**src/rtl/mc_pkg.sv**
```systemverilog
// Shared definitions for the multicycle RISC-V control unit.
//   state_t        - FSM states; the encoding is exported on the debug state port
//   OP_*           - the opcodes the controller recognises
//   aluop_t        - the operation class the FSM hands to the ALU decoder
//   ALU_*          - ALUControl encodings understood by the datapath ALU
package mc_pkg;

    typedef enum logic [3:0] {
        FETCH    = 4'd0,
        DECODE   = 4'd1,
        MEMADR   = 4'd2,
        MEMREAD  = 4'd3,
        MEMWB    = 4'd4,
        MEMWRITE = 4'd5,
        EXECUTER = 4'd6,
        EXECUTEI = 4'd7,
        ALUWB    = 4'd8,
        BEQ      = 4'd9,
        JAL      = 4'd10
    } state_t;

    localparam logic [6:0] OP_LOAD  = 7'b0000011;
    localparam logic [6:0] OP_STORE = 7'b0100011;
    localparam logic [6:0] OP_RTYPE = 7'b0110011;
    localparam logic [6:0] OP_ITYPE = 7'b0010011;
    localparam logic [6:0] OP_JAL   = 7'b1101111;
    localparam logic [6:0] OP_BEQ   = 7'b1100011;

    typedef enum logic [1:0] {
        ALUOP_ADD   = 2'b00,
        ALUOP_SUB   = 2'b01,
        ALUOP_FUNCT = 2'b10
    } aluop_t;

    localparam logic [2:0] ALU_ADD = 3'b000;
    localparam logic [2:0] ALU_SUB = 3'b001;
    localparam logic [2:0] ALU_AND = 3'b010;
    localparam logic [2:0] ALU_OR  = 3'b011;
    localparam logic [2:0] ALU_SLT = 3'b101;

endpackage

```
**src/rtl/mc_controller_aludec.sv**
```systemverilog
// ALU decoder: turns the FSM's ALU operation class plus instruction fields
// into the ALUControl code.
//   alu_op      in  2  operation class from the FSM
//   op5         in  1  opcode bit 5 (set for R-type, clear for I-type)
//   funct3      in  3  instruction funct3
//   funct7b5    in  1  instruction bit 30
//   alu_control out 3  ALU operation
module aludec
    import mc_pkg::*;
(
    input  aluop_t     alu_op,
    input  logic       op5,
    input  logic [2:0] funct3,
    input  logic       funct7b5,
    output logic [2:0] alu_control
);

    always_comb begin
        alu_control = ALU_ADD;
        case (alu_op)
            ALUOP_ADD: alu_control = ALU_ADD;
            ALUOP_SUB: alu_control = ALU_SUB;
            ALUOP_FUNCT: begin
                case (funct3)
                    // Only R-type uses bit 30 to select sub; addi ignores it.
                    3'b000:  alu_control = (op5 && funct7b5) ? ALU_SUB : ALU_ADD;
                    3'b010:  alu_control = ALU_SLT;
                    3'b110:  alu_control = ALU_OR;
                    3'b111:  alu_control = ALU_AND;
                    default: alu_control = ALU_ADD;
                endcase
            end
            default: alu_control = ALU_ADD;
        endcase
    end

endmodule

```
**src/rtl/mc_controller.sv**
```systemverilog
// Multicycle RISC-V control unit: Moore FSM that sequences fetch, decode and
// per-class execute/writeback states, plus the immediate-format decoder.
//   clk, reset (async, active-low)
//   op, funct3, funct7b5, Zero          - instruction fields and ALU flag
//   PCWrite, AdrSrc, MemWrite, IRWrite, ResultSrc, ALUSrcA, ALUSrcB,
//   ALUControl, ImmSrc, RegWrite        - datapath controls
//   state                               - current FSM state (debug)
module mc_controller
    import mc_pkg::*;
#(
    parameter int STATE_W = 4
)(
    input  logic               clk,
    input  logic               reset,
    input  logic [6:0]         op,
    input  logic [2:0]         funct3,
    input  logic               funct7b5,
    input  logic               Zero,
    output logic               PCWrite,
    output logic               AdrSrc,
    output logic               MemWrite,
    output logic               IRWrite,
    output logic [1:0]         ResultSrc,
    output logic [1:0]         ALUSrcA,
    output logic [1:0]         ALUSrcB,
    output logic [2:0]         ALUControl,
    output logic [1:0]         ImmSrc,
    output logic               RegWrite,
    output logic [STATE_W-1:0] state
);

    state_t cur_state;
    state_t nxt_state;

    aluop_t alu_op;
    logic   pc_update;
    logic   branch;
    logic   ir_write;
    logic   reg_write;
    logic   mem_write;

    always_ff @(posedge clk or negedge reset) begin
        if (!reset) cur_state <= FETCH;
        else        cur_state <= nxt_state;
    end

    always_comb begin
        nxt_state = FETCH;
        case (cur_state)
            FETCH: nxt_state = DECODE;
            DECODE: begin
                case (op)
                    OP_LOAD, OP_STORE: nxt_state = MEMADR;
                    OP_RTYPE:          nxt_state = EXECUTER;
                    OP_ITYPE:          nxt_state = EXECUTEI;
                    OP_JAL:            nxt_state = JAL;
                    OP_BEQ:            nxt_state = BEQ;
                    default:           nxt_state = FETCH;
                endcase
            end
            MEMADR:   nxt_state = (op == OP_LOAD) ? MEMREAD : MEMWRITE;
            MEMREAD:  nxt_state = MEMWB;
            MEMWB:    nxt_state = FETCH;
            MEMWRITE: nxt_state = FETCH;
            EXECUTER: nxt_state = ALUWB;
            EXECUTEI: nxt_state = ALUWB;
            JAL:      nxt_state = ALUWB;
            ALUWB:    nxt_state = FETCH;
            BEQ:      nxt_state = FETCH;
            default:  nxt_state = FETCH;
        endcase
    end

    // Moore outputs; selects not used by a state are parked at 0.
    always_comb begin
        AdrSrc    = 1'b0;
        ResultSrc = 2'b00;
        ALUSrcA   = 2'b00;
        ALUSrcB   = 2'b00;
        alu_op    = ALUOP_ADD;
        pc_update = 1'b0;
        branch    = 1'b0;
        ir_write  = 1'b0;
        reg_write = 1'b0;
        mem_write = 1'b0;
        case (cur_state)
            FETCH: begin
                ir_write  = 1'b1;
                ALUSrcB   = 2'b10;
                ResultSrc = 2'b10;
                pc_update = 1'b1;
            end
            DECODE: begin
                ALUSrcA = 2'b01;
                ALUSrcB = 2'b01;
            end
            MEMADR: begin
                ALUSrcA = 2'b10;
                ALUSrcB = 2'b01;
            end
            MEMREAD: begin
                AdrSrc = 1'b1;
            end
            MEMWRITE: begin
                AdrSrc    = 1'b1;
                mem_write = 1'b1;
            end
            MEMWB: begin
                ResultSrc = 2'b01;
                reg_write = 1'b1;
            end
            EXECUTER: begin
                ALUSrcA = 2'b10;
                alu_op  = ALUOP_FUNCT;
            end
            EXECUTEI: begin
                ALUSrcA = 2'b10;
                ALUSrcB = 2'b01;
                alu_op  = ALUOP_FUNCT;
            end
            ALUWB: begin
                reg_write = 1'b1;
            end
            JAL: begin
                ALUSrcA   = 2'b01;
                ALUSrcB   = 2'b10;
                pc_update = 1'b1;
            end
            BEQ: begin
                ALUSrcA = 2'b10;
                alu_op  = ALUOP_SUB;
                branch  = 1'b1;
            end
            default: begin
                AdrSrc = 1'b0;
            end
        endcase
    end

    // Enables are gated by reset directly so nothing writes while reset is
    // held, even though the state register already reads FETCH.
    assign PCWrite  = reset & (pc_update | (branch & Zero));
    assign IRWrite  = reset & ir_write;
    assign RegWrite = reset & reg_write;
    assign MemWrite = reset & mem_write;

    always_comb begin
        ImmSrc = 2'b00;
        case (op)
            OP_LOAD, OP_ITYPE: ImmSrc = 2'b00;
            OP_STORE:          ImmSrc = 2'b01;
            OP_BEQ:            ImmSrc = 2'b10;
            OP_JAL:            ImmSrc = 2'b11;
            default:           ImmSrc = 2'b00;
        endcase
    end

    aludec u_aludec (
        .alu_op      (alu_op),
        .op5         (op[5]),
        .funct3      (funct3),
        .funct7b5    (funct7b5),
        .alu_control (ALUControl)
    );

    assign state = STATE_W'(cur_state);

endmodule

```
**config.mk**
```make
export PLATFORM = sky130hd
export DESIGN_NAME = mc_controller
export DESIGN_NICKNAME = d
export VERILOG_FILES = /design/src/rtl/mc_pkg.sv /design/src/rtl/mc_controller_aludec.sv /design/src/rtl/mc_controller.sv
export SDC_FILE = /design/constraint.sdc
export NUM_CORES = 1
export LEC_CHECK = 0
export CAP_MARGIN = 25
export CORE_ASPECT_RATIO = 0.7
export CORE_MARGIN = 1
export CORE_UTILIZATION = 28
export DETAILED_ROUTE_END_ITERATION = 8
export HOLD_SLACK_MARGIN = 0.15
export MAX_ROUTING_LAYER = met4
export PLACE_DENSITY = 0.7
export SLEW_MARGIN = 30
export SYNTH_ARGS = -nofsm -noshare
export SYNTH_HDL_FRONTEND = slang
export SYNTH_SLANG_ARGS = --single-unit
```
**constraint.sdc**
```tcl
create_clock -name clk -period 2.2 [get_ports clk]
set_input_delay 0.33 -clock clk [delete_from_list [all_inputs] [get_ports clk]]
set_output_delay 0.33 -clock clk [all_outputs]
set_load 0.005 [all_outputs]
```
* After elaboration in Yosys (flattened, before gate mapping)
Cells that the tools add are included.
Storage, ports and cells: bits in registers 4, bits of input ports 14, output and inout bits 20, logic and storage cells 57
Operators by class: equality and inequality tests 21, multiplexer cells 17, bitwise operators 6, reductions and logical operators 12
Operators by type and width (count):
- $pmux W4 S5 | 2
- $eq A4 B3 Y1 const B | 4
- $pmux W2 S2 | 4
- $eq A7 B6 Y1 const B | 2
- $eq A7 B7 Y1 const B | 2
- $eq A4 B4 Y1 const B | 3
- $pmux W3 S4 | 1
- $reduce_or A2 Y1 | 6
- $eq A4 B2 Y1 const B | 2
- $eq A7 B2 Y1 const B | 1
- $eq A7 B5 Y1 const B | 1
- $mux W1 | 7
- $eq A3 B3 Y1 const B | 2
- $pmux W2 S3 | 1
- $pmux W3 S2 | 1
- $reduce_or A3 Y1 | 2
- $and A1 B1 Y1 | 5
- $eq A4 B1 Y1 const B | 1
- $logic_not A4 Y1 | 1
- $reduce_or A4 Y1 | 1
- $eq A3 B2 Y1 const B | 1
- $logic_not A3 Y1 | 1
- $mux W3 | 1
- $eq A2 B1 Y1 const B | 1
- other kinds (3) | 3

* Logic depth before layout (Yosys ltp)
depth in word-level cells 5, mapped depth 7, mapped depth without buffers 6

* Modules after synthesis
A second synthesis with hierarchy kept.
Second synthesis, totals: cell total of the unflattened synthesis 77, area, all modules 593.1 um^2
By module, submodules not included:
- mc_controller | instances 1, cells an instance 66, area each 496.7 um^2, seq. area each 100.1 um^2
- aludec | instances 1, cells an instance 11, area each 96.3 um^2, seq. area each 0.0 um^2

* Worst setup path before layout
No wires, ideal clock.
path type reg2out, from register cur_state[2], in the netlist state[2], to output port ALUControl[1], arrival time 1.469 ns, required time 1.870 ns, path slack 0.401 ns, cell stages (with the launch flop) 7, path buffers 1, cells stage by stage dfrtp_1 -> clkbuf_1 -> inv_1 -> nor2_1 -> inv_1 -> ha_1 -> nor3b_1
Between the ends: longest elaborated chain between the ends 5, elaborated cells between the ends (all ways) 8, those cells by class 5 x eq/ne; 2 x mux; 1 x reduce/logical
RTL lines:
- start: declaration | RTL line mc_controller.sv:32 | state_t cur_state;
- start signal: assignment | RTL line mc_controller.sv:44 | else cur_state <= nxt_state;
- $eq A4 B3 Y1 | RTL line mc_controller.sv:86 | case (cur_state)
- $reduce_or A2 Y1 (no source line)
- $pmux W2 S2 * | RTL line mc_controller.sv:86
- $eq A2 B2 Y1 / $eq A2 B1 Y1 (equally long branches) | RTL line mc_controller_aludec.sv:20 | case (alu_op)
- $pmux W3 S2 * | RTL line mc_controller_aludec.sv:20
- end: declaration | RTL line mc_controller.sv:26 | output logic [2:0] ALUControl,
Every way passes the cells marked *; elsewhere a longest branch is shown, timed or not.

* Worst setup path in the final report
from register cur_state[1], in the netlist state[1], to output port PCWrite
Between the ends: longest elaborated chain between the ends 5, elaborated cells between the ends (all ways) 9, those cells by class 2 x eq/ne; 2 x mux; 3 x bitwise; 2 x reduce/logical
RTL lines:
- $eq A4 B4 Y1 / $logic_not A4 Y1 (equally long branches) | RTL line mc_controller.sv:86
- $reduce_or A2 Y1 (no source line) / $mux W1 (equally long branches)
- $mux W1 / $and A1 B1 Y1 (equally long branches) | RTL line mc_controller.sv:86, mc_controller.sv:142
- $or A1 B1 Y1 * | RTL line mc_controller.sv:142 | assign PCWrite = reset & (pc_update | (branch & Zero));
- $and A1 B1 Y1 * | RTL line mc_controller.sv:142
- end: declaration | RTL line mc_controller.sv:19 | output logic PCWrite,
Marks and branches as above.

==> metrics.txt <==
status finished clean; Core Area 1710 µm²; Starting Density 32.0%; clock slew at reported path FFs 0.04 ns; peak per-stage delay on the critical path roughly 0.49 ns; Slew @ Worst Pin roughly 0.28 ns; Area contributors post-synth dfrtp_1 18%, nor3b_1 6.8%, ha_1 4.6%, nor2b_1 4.6%, and3_1 3.4%; combinational share of power 66.4%; Clock Latency Late Sink 0.24 ns; synthesized area per cell 7.51 µm²; final hold violation count 0; pin count of the biggest net entering global routing 18; via count between 700 and 800; Data arrival, critical path 1.82 ns; Synth area leader dfrtp_1; layout net count 135; CP Capture Type primary output; pre-CTS setup slack roughly 0.04 ns; TritonCTS clock tree yes; Fillers about 170; Final Skew 0.00618 ns; initial antenna violation count 0; Overflow after GRT 0; Int Power approximately 360 µW; Flop pwr share between 15 and 20%; Synth Instances 73; Worst VDD drop 0.398 mV; max-slew violation count 0; residual DRC count 0; Post-synth top flop dfrtp_1; Die X between 50 and 60 µm; Ys Warns 0; port bufs 33; first-pass GRT wire length 2570 µm; sequential share of the synthesized area 18.3%; max-cap violations 0; Area Overhead vs Synth 89.7%; crit-path max FO 7; H-tree Lvls 1; Finished Core Util 60.7%; Rows 12; post-layout min period 2.15 ns; clk sinks 4; WS Path Type flop to primary output; Final setup viols 0; wire length per cell 12.7 µm; Post-Syn Nets 89; Cell variety after synth 33; Vias/cell 5.13; DR pass1 iterations 4; hold crit path type input pin to async pin; Total GRT Usage 18.0%; Clock Path Buffers 2; GPL Wtd Cong between 0.7 and 0.8; P_sw 187 µW; root buf cell clkbuf_4; max FFs per register 4; Fin Setup TNS 0 ns; initial DRC count 10; n_diodes 0; top cell type's share of synthesized area 18.3%; number of synthesized flops with an enable pin 0; period utilisation layout between 90% and 100%; vias in the first global route 575; I/O pin count 34; Leakage 0.000481 µW; die area between 2000 and 2500 µm²; CP Data Required Time 1.87 ns; top post-synthesis cells by count 5 x inv_1, 5 x nand2_1, 5 x nor2_1, 5 x nor3b_1; switching share of power 34.0%; CP max stage cell clkdlybuf4s50_1; die extent in y just under 40 µm; Max-Slew Margin vs Limit 80.8%; asr flop ratio synth 100%; nature of the critical path startpoint flop; Achievable Freq 0.464 GHz; sequence of cells on the critical path buf_4 -> nand2b_2 -> o22ai_1 -> and3_1 -> clkdlybuf4s50_1; Post-CTS Setup Inserts 0; synthesized area 548 µm²; Setup WS post-layout 0.0456 ns; total CTS buffers 3; post-detail-place hpwl ~1300 µm; P per Cell Area 530 nW/µm²; Clock Power Share 17.1%; register bit total from synthesis 4; post-route ant nets 0; WL final 1760 µm; area of the multi-input gates ~440 µm²; register area 100 µm²; share of layout cells above drive strength 1 21.4%
## worst max-delay path, delay by kind of cell (launching register included)
family / cells / cell delay, ns
buffers and inverters: 2 / 0.67
flip-flops: 1 / 0.41
AND/OR/NAND/NOR: 2 / 0.39
AO/OA/AOI/OAI: 1 / 0.12
## layout by cell type (no fill, tap or decap), types with 3 or more instances in the layout
cell type and count:
and3_1 3, dlymetal6s2s_1 5, nor2_1 4, dfrtp_1 4, nor3b_1 5, a21oi_1 3, nand2_1 5, clkbuf_4 3
clkdlybuf4s50_1 26, inv_1 5, buf_4 11, o21ai_0 3, nor2b_1 3
## logic make-up (layout without fill, tap and decap cells)
group / Yosys count / after routing / synth area share (%)
fa+ha+maj: 2 / 2 / 4.57
buf+inv: 9 / 53 / 6.16
xor+xnor: 4 / 4 / 6.39
compound gates: 15 / 15 / 20.3
simple gates: 39 / 39 / 44.3
flops: 4 / 4 / 18.3
## final cells by class
cell class,instances,share of cell area (%)
Clock buffer,3,2.17
Multi-Input combinational cell,60,42.1
Timing Repair Buffer,45,41.8
Sequential cell,4,9.63
Inverter,5,1.81
Tap cell,21,2.53
## final timing paths
path,cells past startpoint,startpoint,end,slack [ns]
worst min register to register,2,state[2]$_DFF_PN0_,state[1]$_DFF_PN0_,0.66
worst max-delay path,5,state[1]$_DFF_PN0_,PCWrite,0.05
min in group clk,2,state[2]$_DFF_PN0_,state[1]$_DFF_PN0_,0.66
worst max register to register,4,state[0]$_DFF_PN0_,state[1]$_DFF_PN0_,0.65
max in group asynchronous,2,reset,state[1]$_DFF_PN0_,1.67
worst min-delay path,2,reset,state[2]$_DFF_PN0_,0.42
## power groups by stage
stage	registers [µW]	clock network [µW]	logic, µW
after CTS	90.0	98.1	359
after global routing	91.4	103	395
after detailed placement	90.5	0	348
final	90.9	94.3	366
after global placement	89.7	0	346
after floorplan	102	0	130
## layer usage
layer,vias to the layer above,global-route usage (%),wire length (µm)
met3,2,3.53,95
met5,-,-,0
met2,29,25.9,761
met4,0,5.77,6
li1,356,-,-
met1,321,24.9,892
## through the flow
step / hold WS (ns) / power [µW] / instance area [µm²] / instances
CTS: 0.399 / 547 / 1010 / 138
global placement: 0.615 / 436 / 980 / 135
floorplan: 0.0344 / 232 / 548 / 73
finish: 0.415 / 551 / 1040 / 138
detailed placement: 0.611 / 438 / 980 / 135
global route: 0.427 / 589 / 1040 / 138
## repair_timing
item                                    in CTS  in global routing
resized for setup                            7                  8
hold buffers                                 0                  0
pin swaps                                    1                  1
endpoints found under the setup margin       4                  6
No activity file was read; power rests on OpenSTA's default activity.
